[src/rtl/mpadd16_pkg.sv]
// Shared definitions for the multi-precision add/subtract sequencer.
//   LIMB_W  : width of one operand limb
//   state_t : sequencer state (IDLE waits for limb 0, CHAIN is mid-operation)
//   OP_SUB  : value of in_sub that selects A-B
package mpadd16_pkg;

  localparam int LIMB_W = 16;

  localparam logic OP_SUB = 1'b1;

  typedef enum logic {
    ST_IDLE  = 1'b0,
    ST_CHAIN = 1'b1
  } state_t;

endpackage

[src/rtl/mpadd16_seq_adder16.sv]
// adder16: combinational 16-bit adder with carry in/out.
// Ports:
//   a, b  in  16  addends
//   cin   in  1   carry in
//   sum   out 16  a + b + cin (low 16 bits)
//   cout  out 1   carry out of bit 15
module adder16 (
  input  logic [15:0] a,
  input  logic [15:0] b,
  input  logic        cin,
  output logic [15:0] sum,
  output logic        cout
);

  assign {cout, sum} = {1'b0, a} + {1'b0, b} + {16'b0, cin};

endmodule

[src/rtl/mpadd16_seq.sv]
// mpadd16_seq: multi-precision add/subtract sequencer around adder16.
// Operand limbs arrive least-significant first on a valid/ready stream; the
// inter-limb carry is kept in a register, and each result limb leaves through
// a single output register stage with index, last, carry-out and overflow.
// Ports:
//   clk, rst_n            clock, synchronous active-low reset
//   in_valid/in_ready     input limb handshake
//   in_x, in_y            operand A / B limb
//   in_sub                1 = A-B, 0 = A+B (sampled on limb 0 only)
//   out_valid/out_ready   output limb handshake
//   out_sum, out_idx      result limb and its index
//   out_last              result limb is the most significant one
//   out_cout, out_ovf     final carry / signed overflow (meaningful with out_last)
//   busy                  an operation is mid-chain
module mpadd16_seq
  import mpadd16_pkg::*;
#(
  parameter int NWORDS = 4,
  parameter int IDXW   = 2
) (
  input  logic              clk,
  input  logic              rst_n,
  input  logic              in_valid,
  output logic              in_ready,
  input  logic [15:0]       in_x,
  input  logic [15:0]       in_y,
  input  logic              in_sub,
  output logic              out_valid,
  input  logic              out_ready,
  output logic [15:0]       out_sum,
  output logic [IDXW-1:0]   out_idx,
  output logic              out_last,
  output logic              out_cout,
  output logic              out_ovf,
  output logic              busy
);

  localparam logic [IDXW-1:0] LAST_IDX = IDXW'(NWORDS - 1);

  state_t            r_state;
  state_t            w_state_nxt;
  logic [IDXW-1:0]   r_idx;
  logic              r_carry;
  logic              r_sub;

  logic              w_accept;
  logic              w_first;
  logic              w_is_last;
  logic              w_sub_eff;
  logic              w_cin;
  logic [LIMB_W-1:0] w_y;
  logic [LIMB_W-1:0] w_sum;
  logic              w_cout;
  logic              w_ovf;

  // The output register can take a new limb when empty or being drained now.
  assign in_ready  = ~out_valid | out_ready;
  assign w_accept  = in_valid & in_ready;
  assign w_first   = (r_idx == '0);
  assign w_is_last = (r_idx == LAST_IDX);

  // Subtraction is A + ~B + 1: the +1 enters as carry-in of limb 0 only.
  assign w_sub_eff = ((w_first ? in_sub : r_sub) == OP_SUB);
  assign w_y       = in_y ^ {LIMB_W{w_sub_eff}};
  assign w_cin     = w_first ? w_sub_eff : r_carry;

  adder16 u_adder16 (
    .a    (in_x),
    .b    (w_y),
    .cin  (w_cin),
    .sum  (w_sum),
    .cout (w_cout)
  );

  // Overflow uses the inverted B limb, so one rule covers add and subtract.
  assign w_ovf = (in_x[LIMB_W-1] == w_y[LIMB_W-1]) & (w_sum[LIMB_W-1] != in_x[LIMB_W-1]);

  assign busy = (r_state == ST_CHAIN);

  always_comb begin
    w_state_nxt = r_state;
    case (r_state)
      ST_IDLE:  if (w_accept)              w_state_nxt = ST_CHAIN;
      ST_CHAIN: if (w_accept && w_is_last) w_state_nxt = ST_IDLE;
      default:                             w_state_nxt = ST_IDLE;
    endcase
  end

  always_ff @(posedge clk) begin
    if (!rst_n) begin
      r_state   <= ST_IDLE;
      r_idx     <= '0;
      r_carry   <= 1'b0;
      r_sub     <= 1'b0;
      out_valid <= 1'b0;
      out_sum   <= '0;
      out_idx   <= '0;
      out_last  <= 1'b0;
      out_cout  <= 1'b0;
      out_ovf   <= 1'b0;
    end else begin
      r_state <= w_state_nxt;
      if (w_accept) begin
        if (w_first) r_sub <= in_sub;
        r_carry   <= w_cout;
        r_idx     <= w_is_last ? '0 : r_idx + 1'b1;
        out_valid <= 1'b1;
        out_sum   <= w_sum;
        out_idx   <= r_idx;
        out_last  <= w_is_last;
        out_cout  <= w_is_last & w_cout;
        out_ovf   <= w_is_last & w_ovf;
      end else if (out_ready) begin
        out_valid <= 1'b0;
      end
    end
  end

endmodule

[config.mk]
export PLATFORM = sky130hd
export DESIGN_NAME = mpadd16_seq
export DESIGN_NICKNAME = d
export VERILOG_FILES = /design/src/rtl/mpadd16_pkg.sv /design/src/rtl/mpadd16_seq_adder16.sv /design/src/rtl/mpadd16_seq.sv
export SDC_FILE = /design/constraint.sdc
export NUM_CORES = 1
export LEC_CHECK = 0
export CAP_MARGIN = 30
export CORE_MARGIN = 2
export CORE_UTILIZATION = 48
export DETAILED_ROUTE_END_ITERATION = 16
export GPL_TIMING_DRIVEN = 0
export HOLD_SLACK_MARGIN = 0.06
export PLACE_DENSITY = 0.81
export SLEW_MARGIN = 20
export SYNTH_ARGS = -nofsm -noshare
export SYNTH_HDL_FRONTEND = slang
export SYNTH_SLANG_ARGS = --single-unit
[constraint.sdc]
create_clock -name clk -period 4.6 [get_ports clk]
set_input_delay 0.46 -clock clk [delete_from_list [all_inputs] [get_ports clk]]
set_output_delay 0.46 -clock clk [all_outputs]
set_load 0.01 [all_outputs]
==> metrics.txt, run 1 <==
row count=23; TNS Setup=0 ns; time the worst path needs with I/O delays and setup=4.10 ns; Area growth syn-to-layout=34.6%; Switch Pwr=0.321 mW; # setup viols final=0; proportion of layout cells with a drive suffix above 1=5.21%; layout filler cell count=about 340; starting density of the core=50.5%; GPL Wtd Cong=~0.84; FF+latch count, synth=27; Detailed Place HPWL=4.09 mm; wire per inst=approximately 15 µm; clock group share of total power=16.2%; Multi-input gate area=1450 µm²; overall power=0.850 mW; period utilization=89.1%; CTS tree=built; critical path depth=12; Comb pwr share=50.8%; drt pass-1 iters=4; final wirelength=about 5.2 mm; total CTS buffers=3; largest net degree at the start of global routing=16; CTS root buffer=clkbuf_8; Sequential Area=541 µm²; Max Root-Sink Buffers=2; port buffer count=60; Critical R2R Launch=r_idx[0]$_SDFFE_PN0P_; core area=~4100 µm²; Die Ht=69.3 µm; worst flop-to-flop path endpoint=out_cout$_SDFFE_PN0P_; initial DRC count=177; clk sink count=27; Crit Path Max Fanout=10; Worst EP required=4.78 ns; fmax=244 MHz; worst slew pin tran=0.678 ns; Critical Path AT=4.28 ns; crit path to=out_cout$_SDFFE_PN0P_; CP bufs+invs=2; die width=69.3 µm; hold_buf cts=0; Top Ports=61; crit-path cells=inv_1, ha_1, mux2i_2, buf_2, xnor2_1, fa_1, fa_1, a21o_1, a221o_2, a22oi_2, a221oi_2, a32o_1; Syn Area/Cell=8.43 µm²; Leakage=1.08 nW; sequential area share after synthesis=26.4%; CP Launch Type=flop; sequential share of power=33.0%; Setup Crit Path Kind=flop to flop; # resized after CTS=0; Pint=0.529 mW; most frequent cells in the layout=clkdlybuf4s50_1, nand2_1, dfxtp_1; Worst setup EP type=flop; Worst VDD drop=between 0.00015 and 0.0002 V; initial antenna violation count=0; max_slew headroom=53.9%; global-route wire length before repair=8.81 mm; clock-pin slew on the worst setup and hold paths=0.09 ns; Crit path max-delay family=compound AO/OA/AOI/OAI gates; vias in the first global route=between 1500 and 2000; Max Slew Vio Count=0; sw frac=between 30% and 40%; Syn Inst Count=243; Worst Reg-to-Reg Cells=12; Synth Net Count=299; class of the worst hold path=flop to flop; DIE AREA=4810 µm²; diode count=0; Hold Vio Cnt, Final=0; Clock Latency Late Sink=roughly 0.28 ns; Worst Setup SP=r_idx[0]$_SDFFE_PN0P_; CP peak stage delay=0.58 ns; total track usage=21.9%; Worst R2R Setup Slack=0.50 ns; Slowest-stage cell, CP=mux2i_2; CTS H-tree lvls=1; PwrDens=308 nW/µm²; Detail Route Antenna Nets=0; max cap viols=0; Unique masters post-synth=45; RSZ-0062 raised after global routing=false; final setup skew=0.00558 ns; synth warn=0; nets@finish=364; DR vias=2051; DRC violations left=0; setup bufs post-CTS=0; Congestion Overflow GR=0; status=finished clean; commonest non-fill, non-tap cell in the layout=clkdlybuf4s50_1; Via density=5.75; Mapped Area=2050 µm²; CP most frequent cell=fa_1
-- power groups by stage --
stage          logic [mW]  registers (mW)  clock network, mW
2_1_floorplan       0.273           0.294                  0
3_3_place_gp        0.422           0.284                  0
3_5_place_dp        0.431           0.285                  0
4_1_cts             0.432           0.280              0.137
5_1_grt             0.474           0.284              0.148
6_report            0.432           0.281              0.137
-- worst min-delay path, stage by stage, from the launching register on --
cell	delay (ns)
dfxtp_1	0.32
nand2_1	0.05
a21boi_0	0.06
-- cells in the mapped netlist, drive strengths merged --
| library cell | number | area, µm² |
|---|---|---|
| ha | 17 | 213 |
| a311o | 1 | 10.0 |
| nand2 | 30 | 113 |
| nand4 | 7 | 43.8 |
| and3 | 2 | 12.5 |
| nor2 | 3 | 11.3 |
| a21oi | 15 | 75.1 |
| or4b | 4 | 40.0 |
| nand2b | 3 | 18.8 |
| mux2i | 2 | 23.8 |
| o211a | 4 | 40.0 |
| or3 | 4 | 25.0 |
| nor3 | 7 | 35.0 |
| and2 | 6 | 37.5 |
| nor2b | 2 | 12.5 |
| a21o | 6 | 45.0 |
| nor3b | 1 | 7.51 |
| a22oi | 1 | 12.5 |
| buf | 3 | 15.0 |
| xnor2 | 19 | 166 |
| a32o | 1 | 10.0 |
| fa | 2 | 40.0 |
| and4 | 1 | 8.76 |
| dfxtp | 27 | 541 |
| o2111ai | 2 | 17.5 |
| o21ai | 18 | 90.1 |
| nand3 | 13 | 65.1 |
| a21boi | 7 | 52.6 |
| or4 | 1 | 7.51 |
| a31oi | 5 | 46.3 |
| xor2 | 3 | 26.3 |
| a221oi | 1 | 15.0 |
| inv | 5 | 18.8 |
| a211oi | 3 | 27.5 |
| a31o | 1 | 8.76 |
| mux2 | 1 | 11.3 |
| clkbuf | 8 | 30.0 |
| a32oi | 1 | 8.76 |
| o21a | 3 | 22.5 |
| a221o | 1 | 11.3 |
| o211ai | 2 | 33.8 |
-- layout make-up --
type                            count  share of cell area [%]
Buffer                             11                    1.63
Sequential cell                    27                    19.6
Tap cell                           50                    2.27
Timing Repair Buffer               60                    21.8
Clock buffer                        3                    1.50
Multi-Input combinational cell    200                    52.4
Clock inverter                      1                   0.181
Inverter                            5                   0.680
-- per-stage QoR --
| step | utilization, % | instances | setup WS (ns) | area, µm² | hold slack (ns) |
|---|---|---|---|---|---|
| detailed placement | 66.9 | 353 | 0.322 | 2710 | 0.459 |
| CTS | 68.0 | 357 | 0.518 | 2760 | 0.471 |
| finish | 68.0 | 357 | 0.503 | 2760 | 0.465 |
| floorplan | - | 243 | 1.06 | 2050 | 0.446 |
| global route | 68.0 | 357 | 0.317 | 2760 | 0.492 |
| global placement | 66.9 | 353 | 0.347 | 2710 | 0.453 |
-- kinds of logic (layout without fill, tap and decap cells) --
| family | after synthesis | count (layout) | synth area share, % |
|---|---|---|---|
| adder cells (fa/ha/maj) | 19 | 19 | 12.3 |
| AND/OR/NAND/NOR | 84 | 84 | 21.4 |
| flip-flops | 27 | 27 | 26.4 |
| buffers and inverters | 16 | 80 | 3.11 |
| multiplexers | 3 | 3 | 1.71 |
| XOR/XNOR | 22 | 22 | 9.40 |
| AO/OA/AOI/OAI | 72 | 72 | 25.7 |
-- state kept, by name (all words and copies together) (netlist names) --
name,cells
r_sub,1
out_last,1
r_carry,1
r_idx,2
out_cout,1
out_ovf,1
out_valid,1
busy,1
out_idx,2
out_sum,16
-- metal layers --
layer  up-vias  share of wire, %  global-route usage [%]
met2        78                48                    38.7
met4         0               1.2                    3.92
met3         7               6.8                    4.36
met1       938                44                    27.8
li1       1028                 -                       -
met5         -                 0                       0
-- worst min-delay path by stage --
stage,endpoint,depth (start not counted),slack (ns),from
finish,out_idx[1]$_SDFFE_PN0P_,2,0.47,out_idx[1]$_SDFFE_PN0P_
global placement,out_last$_SDFFE_PN0P_,2,0.45,out_last$_SDFFE_PN0P_
detailed placement,out_idx[1]$_SDFFE_PN0P_,2,0.46,out_idx[1]$_SDFFE_PN0P_
CTS,out_idx[1]$_SDFFE_PN0P_,2,0.47,out_idx[1]$_SDFFE_PN0P_
global route,out_last$_SDFFE_PN0P_,2,0.49,out_last$_SDFFE_PN0P_
floorplan,r_carry$_SDFFE_PN0P_,1,0.45,r_carry$_SDFFE_PN0P_
Note: power is estimated with default switching activity, not from simulation.
==> run 2, diff against run 1 <==
- ABC_AREA: default -> 1
==> run 2 against run 1 <==
Clock skew is 0.0016 ns higher. Largest cell class unchanged. First-iteration DRC count shrank 31%. Count of clock-buffer cells in the layout unchanged. Largest power group unchanged.
==> metrics.txt, run 2 <==
status=finished clean (unchanged); PwrDens=336 nW/µm² (was 308 nW/µm²); Unique masters post-synth=24 (was 45); Via density=5.02 (was 5.75); wire per inst=11.5 µm (was 14.6 µm); worst slew pin tran=0.530 ns (was 0.678 ns); CTS H-tree lvls=1 (unchanged); Multi-input gate area=1330 µm² (was 1450 µm²); ys async rst share=0% (unchanged); # setup viols final=0 (unchanged); commonest non-fill, non-tap cell in the layout=nand2_1 (was clkdlybuf4s50_1); sequential area share after synthesis=25.7% (was 26.4%); Worst VDD drop=0.000144 V (was 0.000160 V); post-route cell area=2810 µm² (was 2760 µm²); core area=4290 µm² (was 4060 µm²); Mapped Area=2100 µm² (was 2050 µm²); final wirelength=4.98 mm (was 5.21 mm); # resized after CTS=0 (unchanged); sequential share of power=29.4% (was 33.0%); top cells by area, synth=dfxtp_1, nand2_1, ha_1, nor2_1, inv_1 (was dfxtp_1, ha_1, xnor2_1, nand2_1, o21ai_0); Primary FF master, synth=dfxtp_1 (unchanged); die width=70.2 µm (was 69.3 µm); period utilization=68.3% (was 89.1%); fmax=318 MHz (was 244 MHz); layout filler cell count=420 (was 342); Synth top cells by count=nand2_1, nor2_1, inv_1, dfxtp_1, a21oi_1 (was nand2_1, dfxtp_1, xnor2_1, o21ai_0, ha_1); CP peak stage delay=0.44 ns (was 0.58 ns); initial DRC count=122 (was 177); Clock Latency Late Sink=0.28 ns (about the same); DP Area=2760 µm² (was 2710 µm²); DRC violations left=0 (unchanged); largest registers=out_sum x16, out_idx x2, r_idx x2 (unchanged); hold_ws=0.460 ns (was 0.465 ns); global-route wire length before repair=8.80 mm (was 8.81 mm); class of the worst hold path=flop to flop (unchanged); FF+latch count, synth=27 (unchanged); sw frac=41.2% (was 37.7%); largest net degree at the start of global routing=16 (unchanged); CTS root buffer=clkbuf_8 (unchanged); PnR worst setup slack=1.46 ns (was 0.503 ns); Sequential Area=541 µm² (unchanged); clk sink count=27 (unchanged); Congestion Overflow GR=0 (unchanged); clock-pin slew on the worst setup and hold paths=0.10 ns (was 0.09 ns); crit-path cells=inv_1, ha_1, inv_1, nor2_1, o21bai_1, buf_4, buf_6, xnor2_1, fa_1, fa_1, nand3_1, nand2_2, nand2_1, nand2_2, nand2_1, nand2_1, nand2_1, nand3_1, nand2_1, inv_1 (was inv_1, ha_1, mux2i_2, buf_2, xnor2_1, fa_1, fa_1, a21o_1, a221o_2, a22oi_2, a221oi_2, a32o_1); proportion of layout cells with a drive suffix above 1=9.50% (was 5.21%); Pint=0.555 mW (was 0.529 mW); Syn Area/Cell=6.66 µm² (was 8.43 µm²); Setup Crit Path Kind=flop to flop (unchanged); Critical R2R Launch=r_idx[0]$_SDFFE_PN0P_ (unchanged); Final Core Density=65.4% (was 68.0%); TNS Setup=0 ns (unchanged); hold_buf cts=0 (unchanged); Worst R2R Setup Slack=1.46 ns (was 0.50 ns); setup bufs post-CTS=0 (unchanged); Leakage=1.36 nW (was 1.08 nW); final setup skew=0.00719 ns (was 0.00558 ns); Synth Net Count=372 (was 299); Detailed Place HPWL=4.08 mm (was 4.09 mm); port buffer count=59 (was 60); RSZ-0062 raised after global routing=false (unchanged); most frequent cells in the layout=nand2_1, clkdlybuf4s50_1, nor2_1 (was clkdlybuf4s50_1, nand2_1, dfxtp_1); GPL Wtd Cong=0.854 (was 0.836); total CTS buffers=3 (unchanged); EDFF count, synth=0 (unchanged); Reg with most FFs=out_sum (unchanged); Comb pwr share=56.0% (was 50.8%); DR vias=2165 (was 2051); starting density of the core=49.0% (was 50.5%); vias in the first global route=2107 (was 1925); Critical Path AT=3.32 ns (was 4.28 ns); Crit Path Max Fanout=10 (unchanged); worst flop-to-flop path endpoint=out_sum[14]$_SDFFE_PN0P_ (was out_cout$_SDFFE_PN0P_); Crit path max-delay family=adder cells (was compound AO/OA/AOI/OAI gates); Hold Vio Cnt, Final=0 (unchanged); Slowest-stage cell, CP=fa_1 (was mux2i_2); time the worst path needs with I/O delays and setup=3.14 ns (was 4.10 ns); post-synth top area cell=dfxtp_1 (unchanged); CP most frequent cell=nand2_1 (was fa_1); Worst EP required=4.78 ns (about the same); most common cell in the netlist=nand2_1 (unchanged); Syn Inst Count=316 (was 243); Hold Crit Start=busy$_SDFF_PN0_ (was out_idx[1]$_SDFFE_PN0P_); max cap viols=0 (unchanged); max_slew headroom=64.7% (was 53.9%); Die Ht=70.2 µm (was 69.3 µm); Hold Path Stages=1 (was 2); Worst Reg-to-Reg Cells=20 (was 12); CP bufs+invs=5 (was 2); clock group share of total power=14.6% (was 16.2%); row count=24 (was 23); Area growth syn-to-layout=33.4% (was 34.6%); CTS tree=built (unchanged); Hold Path End=busy$_SDFF_PN0_ (was out_idx[1]$_SDFFE_PN0P_); Switch Pwr=0.389 mW (was 0.321 mW); DIE AREA=4930 µm² (was 4810 µm²); Max Slew Vio Count=0 (unchanged); Max Root-Sink Buffers=2 (unchanged); total track usage=21.7% (was 21.9%); initial antenna violation count=0 (unchanged); nets@finish=436 (was 364); drt pass-1 iters=4 (unchanged); Top Ports=61 (unchanged); Detail Route Antenna Nets=0 (unchanged); Worst setup EP type=flop (unchanged); synth warn=0 (unchanged); top-area cell type share of the netlist area=25.7% (was 26.4%); pre-CTS WS=1.21 ns (was 0.322 ns); Largest register FFs=16 (unchanged); CP Launch Type=flop (unchanged); diode count=0 (unchanged)
[run 2: worst max path at each step]
stage	start	endpoint	slack, ns	depth (start not counted)
2_1_floorplan	r_idx[0]$_SDFFE_PN0P_	out_sum[10]$_SDFFE_PN0P_	1.78	20
3_3_place_gp	in_sub	out_sum[14]$_SDFFE_PN0P_	1.24	18
3_5_place_dp	in_sub	out_sum[14]$_SDFFE_PN0P_	1.21	18
4_1_cts	r_idx[0]$_SDFFE_PN0P_	out_sum[14]$_SDFFE_PN0P_	1.45	20
5_1_grt	r_idx[1]$_SDFFE_PN0P_	out_sum[14]$_SDFFE_PN0P_	1.13	20
6_report	r_idx[0]$_SDFFE_PN0P_	out_sum[14]$_SDFFE_PN0P_	1.46	20
[run 2: area by class of cell]
cell class | count | share of cell area, %
clock inverters | 1 | 0.178
plain buffers | 9 | 1.92
inverters | 47 | 6.29
flip-flops and latches | 27 | 19.3
well taps | 52 | 2.32
repair buffers | 59 | 21.0
clock buffers | 3 | 1.47
multi-input cells | 233 | 47.5
[run 2: cell families (layout without fill, tap and decap cells)]
kind of cell | count (synthesis) | in the layout | synth area share [%]
flip-flops | 27 | 27 | 25.7
buffers and inverters | 56 | 119 | 10.9
adder cells (fa/ha/maj) | 19 | 19 | 12.0
AND/OR/NAND/NOR | 140 | 140 | 28.2
AO/OA/AOI/OAI | 51 | 51 | 13.6
XOR/XNOR | 23 | 23 | 9.57
[run 2: routing by layer]
| metal | part of all wire [%] | wire (µm) | track usage (%) | up-vias |
|---|---|---|---|---|
| li1 | - | - | - | 1119 |
| met1 | 44 | 2170 | 27.2 | 965 |
| met2 | 49 | 2440 | 38.8 | 73 |
| met3 | 5.7 | 284 | 2.31 | 8 |
| met4 | 1.8 | 89 | 7.05 | 0 |
| met5 | 0 | 0 | 0 | - |
[run 2: through the flow]
| step | total power, mW | instances |
|---|---|---|
| 6_report | 0.944 | 431 |
| 5_1_grt | 1.03 | 431 |
| 4_1_cts | 0.949 | 431 |
| 3_5_place_dp | 0.810 | 427 |
| 3_3_place_gp | 0.797 | 427 |
| 2_1_floorplan | 0.650 | 316 |
[run 2: power by group through the flow]
stage	clock network (mW)	registers (mW)	logic, mW
after floorplan	0	0.292	0.358
after global placement	0	0.282	0.515
after detailed placement	0	0.283	0.528
after CTS	0.141	0.277	0.531
after global routing	0.149	0.281	0.602
final	0.138	0.277	0.529
==> run 3, diff against run 2 <==
- CORE_UTILIZATION: 48 -> 43
- PLACE_DENSITY: 0.81 -> 0.76
- clock period: 4.6 -> 2.78 ns (I/O delays scaled with it)
==> run 3 against run 2 <==
Total power up 81%. Combinational power is 93% higher. Register-to-register slack got worse by 1.3 ns. Setup slack lost 1.3 ns. Largest power group unchanged. Clock skew is 0.0037 ns lower. Wire length increased by 14%. Count of clock-buffer cells in the layout up 1.
==> metrics.txt, run 3 (synthesis results as in run 2) <==
global-route wire length before repair=9.30 mm (was 8.80 mm); Area growth syn-to-layout=46.0% (was 33.4%); post-route insts no fill=459 (was 431); Detailed Place HPWL=4.15 mm (was 4.08 mm); Cell Count Post-Placement=442 (was 427); # setup viols final=0 (unchanged); nets@finish=449 (was 436); overall power=1.71 mW (was 0.944 mW); Critical Path AT=2.84 ns (was 3.32 ns); final setup skew=0.00348 ns (was 0.00719 ns); largest net degree at the start of global routing=15 (was 16); Hold Path Stages=3 (was 1); drt pass-1 iters=4 (unchanged); Max Root-Sink Buffers=2 (unchanged); DIE AREA=5470 µm² (was 4930 µm²); PwrDens=557 nW/µm² (was 336 nW/µm²); Final Core Density=65.1% (was 65.4%); port buffer count=59 (unchanged); commonest non-fill, non-tap cell in the layout=clkdlybuf4s50_1 (was nand2_1); CTS tree=built (unchanged); CP Launch Type=flop (unchanged); CP bufs+invs=4 (was 5); RSZ-0062 raised after global routing=false (unchanged); clk sink count=27 (unchanged); Via density=4.87 (was 5.02); Slowest-stage cell, CP=fa_2 (was fa_1); Worst setup EP type=flop (unchanged); clock-pin slew on the worst setup and hold paths=0.09 ns (was 0.10 ns); Reg with most FFs=out_sum (unchanged); Leakage=1.46 nW (was 1.36 nW); wire per inst=12.3 µm (was 11.5 µm); Worst Reg-to-Reg Cells=19 (was 20); core area=4720 µm² (was 4290 µm²); period utilization=95.4% (was 68.3%); largest registers=out_sum x16, out_idx x2, r_idx x2 (unchanged); initial DRC count=104 (was 122); status=finished clean (unchanged); Max Slew Vio Count=0 (unchanged); DR vias=2237 (was 2165); Largest register FFs=16 (unchanged); Clock Latency Late Sink=0.28 ns (about the same); crit-path cells=inv_2, ha_4, inv_2, nor2_2, o21bai_4, buf_12, xnor2_4, fa_2, fa_2, nand3_2, nand2_4, nand2_4, nand2_4, nand3_2, nand2_1, nand2_1, nand3_2, nand2_1, inv_1 (was inv_1, ha_1, inv_1, nor2_1, o21bai_1, buf_4, buf_6, xnor2_1, fa_1, fa_1, nand3_1, nand2_2, nand2_1, nand2_2, nand2_1, nand2_1, nand2_1, nand3_1, nand2_1, inv_1); final wirelength=5.67 mm (was 4.98 mm); vias in the first global route=2146 (was 2107); die width=74.0 µm (was 70.2 µm); critical path depth=19 (was 20); DRC violations left=0 (unchanged); Worst VDD drop=0.000233 V (was 0.000144 V); Worst R2R Setup Slack=0.13 ns (was 1.46 ns); class of the worst hold path=primary input to flop (was flop to flop); hold_buf cts=0 (unchanged); CTS root buffer=clkbuf_8 (unchanged); Critical R2R Launch=r_idx[1]$_SDFFE_PN0P_ (was r_idx[0]$_SDFFE_PN0P_); Top Ports=61 (unchanged); Crit Path Max Fanout=4 (was 10); Worst EP required=2.96 ns (was 4.78 ns); Sequential Area=543 µm² (was 541 µm²); CTS H-tree lvls=1 (unchanged); layout filler cell count=438 (was 420); worst flop-to-flop path endpoint=out_sum[10]$_SDFFE_PN0P_ (was out_sum[14]$_SDFFE_PN0P_); worst slew pin tran=0.563 ns (was 0.530 ns); Hold Vio Cnt, Final=0 (unchanged); total track usage=22.0% (was 21.7%); total CTS buffers=3 (unchanged); Congestion Overflow GR=0 (unchanged); pre-CTS WS=-0.456 ns (was 1.21 ns); Hold Crit Start=rst_n (was busy$_SDFF_PN0_); fmax=377 MHz (was 318 MHz); proportion of layout cells with a drive suffix above 1=19.1% (was 9.50%); Die Ht=74.0 µm (was 70.2 µm); row count=25 (was 24); most frequent cells in the layout=clkdlybuf4s50_1, nand2_1, nor2_1 (was nand2_1, clkdlybuf4s50_1, nor2_1); CP peak stage delay=0.38 ns (was 0.44 ns); Multi-input gate area=1470 µm² (was 1330 µm²); max cap viols=0 (unchanged); starting density of the core=44.6% (was 49.0%); Hold Path End=r_idx[1]$_SDFFE_PN0P_ (was busy$_SDFF_PN0_); Crit path max-delay family=adder cells (unchanged); initial antenna violation count=0 (unchanged); time the worst path needs with I/O delays and setup=2.65 ns (was 3.14 ns); Detail Route Antenna Nets=0 (unchanged); Setup Crit Path Kind=flop to flop (unchanged); TNS Setup=0 ns (unchanged); max_slew headroom=62.5% (was 64.7%); GPL Wtd Cong=0.898 (was 0.854); PnR worst setup slack=0.127 ns (was 1.46 ns); diode count=0 (unchanged)
==> run 3: cell types whose count changed in the layout (fill, tap and decap cells not counted), moves of 3 or more <==
cell	before	now
nand3_2	0	5
inv_1	42	39
nand2_2	11	14
buf_4	2	13
nand2_4	0	3
inv_2	5	8
nand2_1	60	54
nand3_1	18	13
==> run 3: worst max-delay path by stage <==
stage | startpoint | to | slack [ns]
3_3_place_gp | in_sub | out_sum[10]$_SDFFE_PN0P_ | -0.43
2_1_floorplan | r_idx[0]$_SDFFE_PN0P_ | out_sum[10]$_SDFFE_PN0P_ | 0.01
3_5_place_dp | in_sub | out_sum[10]$_SDFFE_PN0P_ | -0.46
5_1_grt | r_idx[1]$_SDFFE_PN0P_ | out_sum[11]$_SDFFE_PN0P_ | 0.02
4_1_cts | r_idx[0]$_SDFFE_PN0P_ | out_sum[10]$_SDFFE_PN0P_ | -0.02
6_report | r_idx[1]$_SDFFE_PN0P_ | out_sum[10]$_SDFFE_PN0P_ | 0.13
==> run 3: layer usage <==
layer | global-route usage, % | routed length (µm) | share of wire (%) | vias to the layer above
li1 | - | - | - | 1144
met1 | 26.3 | 2420 | 43 | 1019
met2 | 40.4 | 2920 | 52 | 67
met3 | 2.71 | 266 | 4.7 | 7
met4 | 7.88 | 60 | 1.1 | 0
met5 | 0 | 0 | 0 | -
==> run 3: power by group <==
part	internal, mW	switching (mW)
clock	0.103	0.125
combinational	0.467	0.556
sequential	0.434	0.0270
total	1.00	0.708
==> run 3: layout make-up <==
| class | count | share of cell area [%] |
|---|---|---|
| sequential | 27 | 17.7 |
| multi-input combinational | 233 | 47.7 |
| tap | 67 | 2.73 |
| inverter | 47 | 5.74 |
| buffer | 8 | 1.79 |
| clock buffer | 4 | 1.47 |
| timing repair buffer | 73 | 22.9 |
==> run 3: what timing repair did <==
action,in CTS,in global routing
setup buffers,11,3
gates resized for setup,28,12
pin swaps,9,10
setup endpoints to repair,10,11
==> run 3: worst min-delay path, delay by kind of cell <==
| kind | cells | cell delay (ns) |
|---|---|---|
| buf+inv | 1 | 0.16 |
| compound gates | 2 | 0.13 |
==> run 3: per-stage QoR <==
| stage | hold slack [ns] | cell area [µm²] |
|---|---|---|
| after floorplan | 0.470 | 2110 |
| after global placement | 0.434 | 2780 |
| after detailed placement | 0.453 | 2780 |
| after CTS | 0.322 | 3020 |
| after global routing | 0.338 | 3070 |
| final | 0.321 | 3070 |
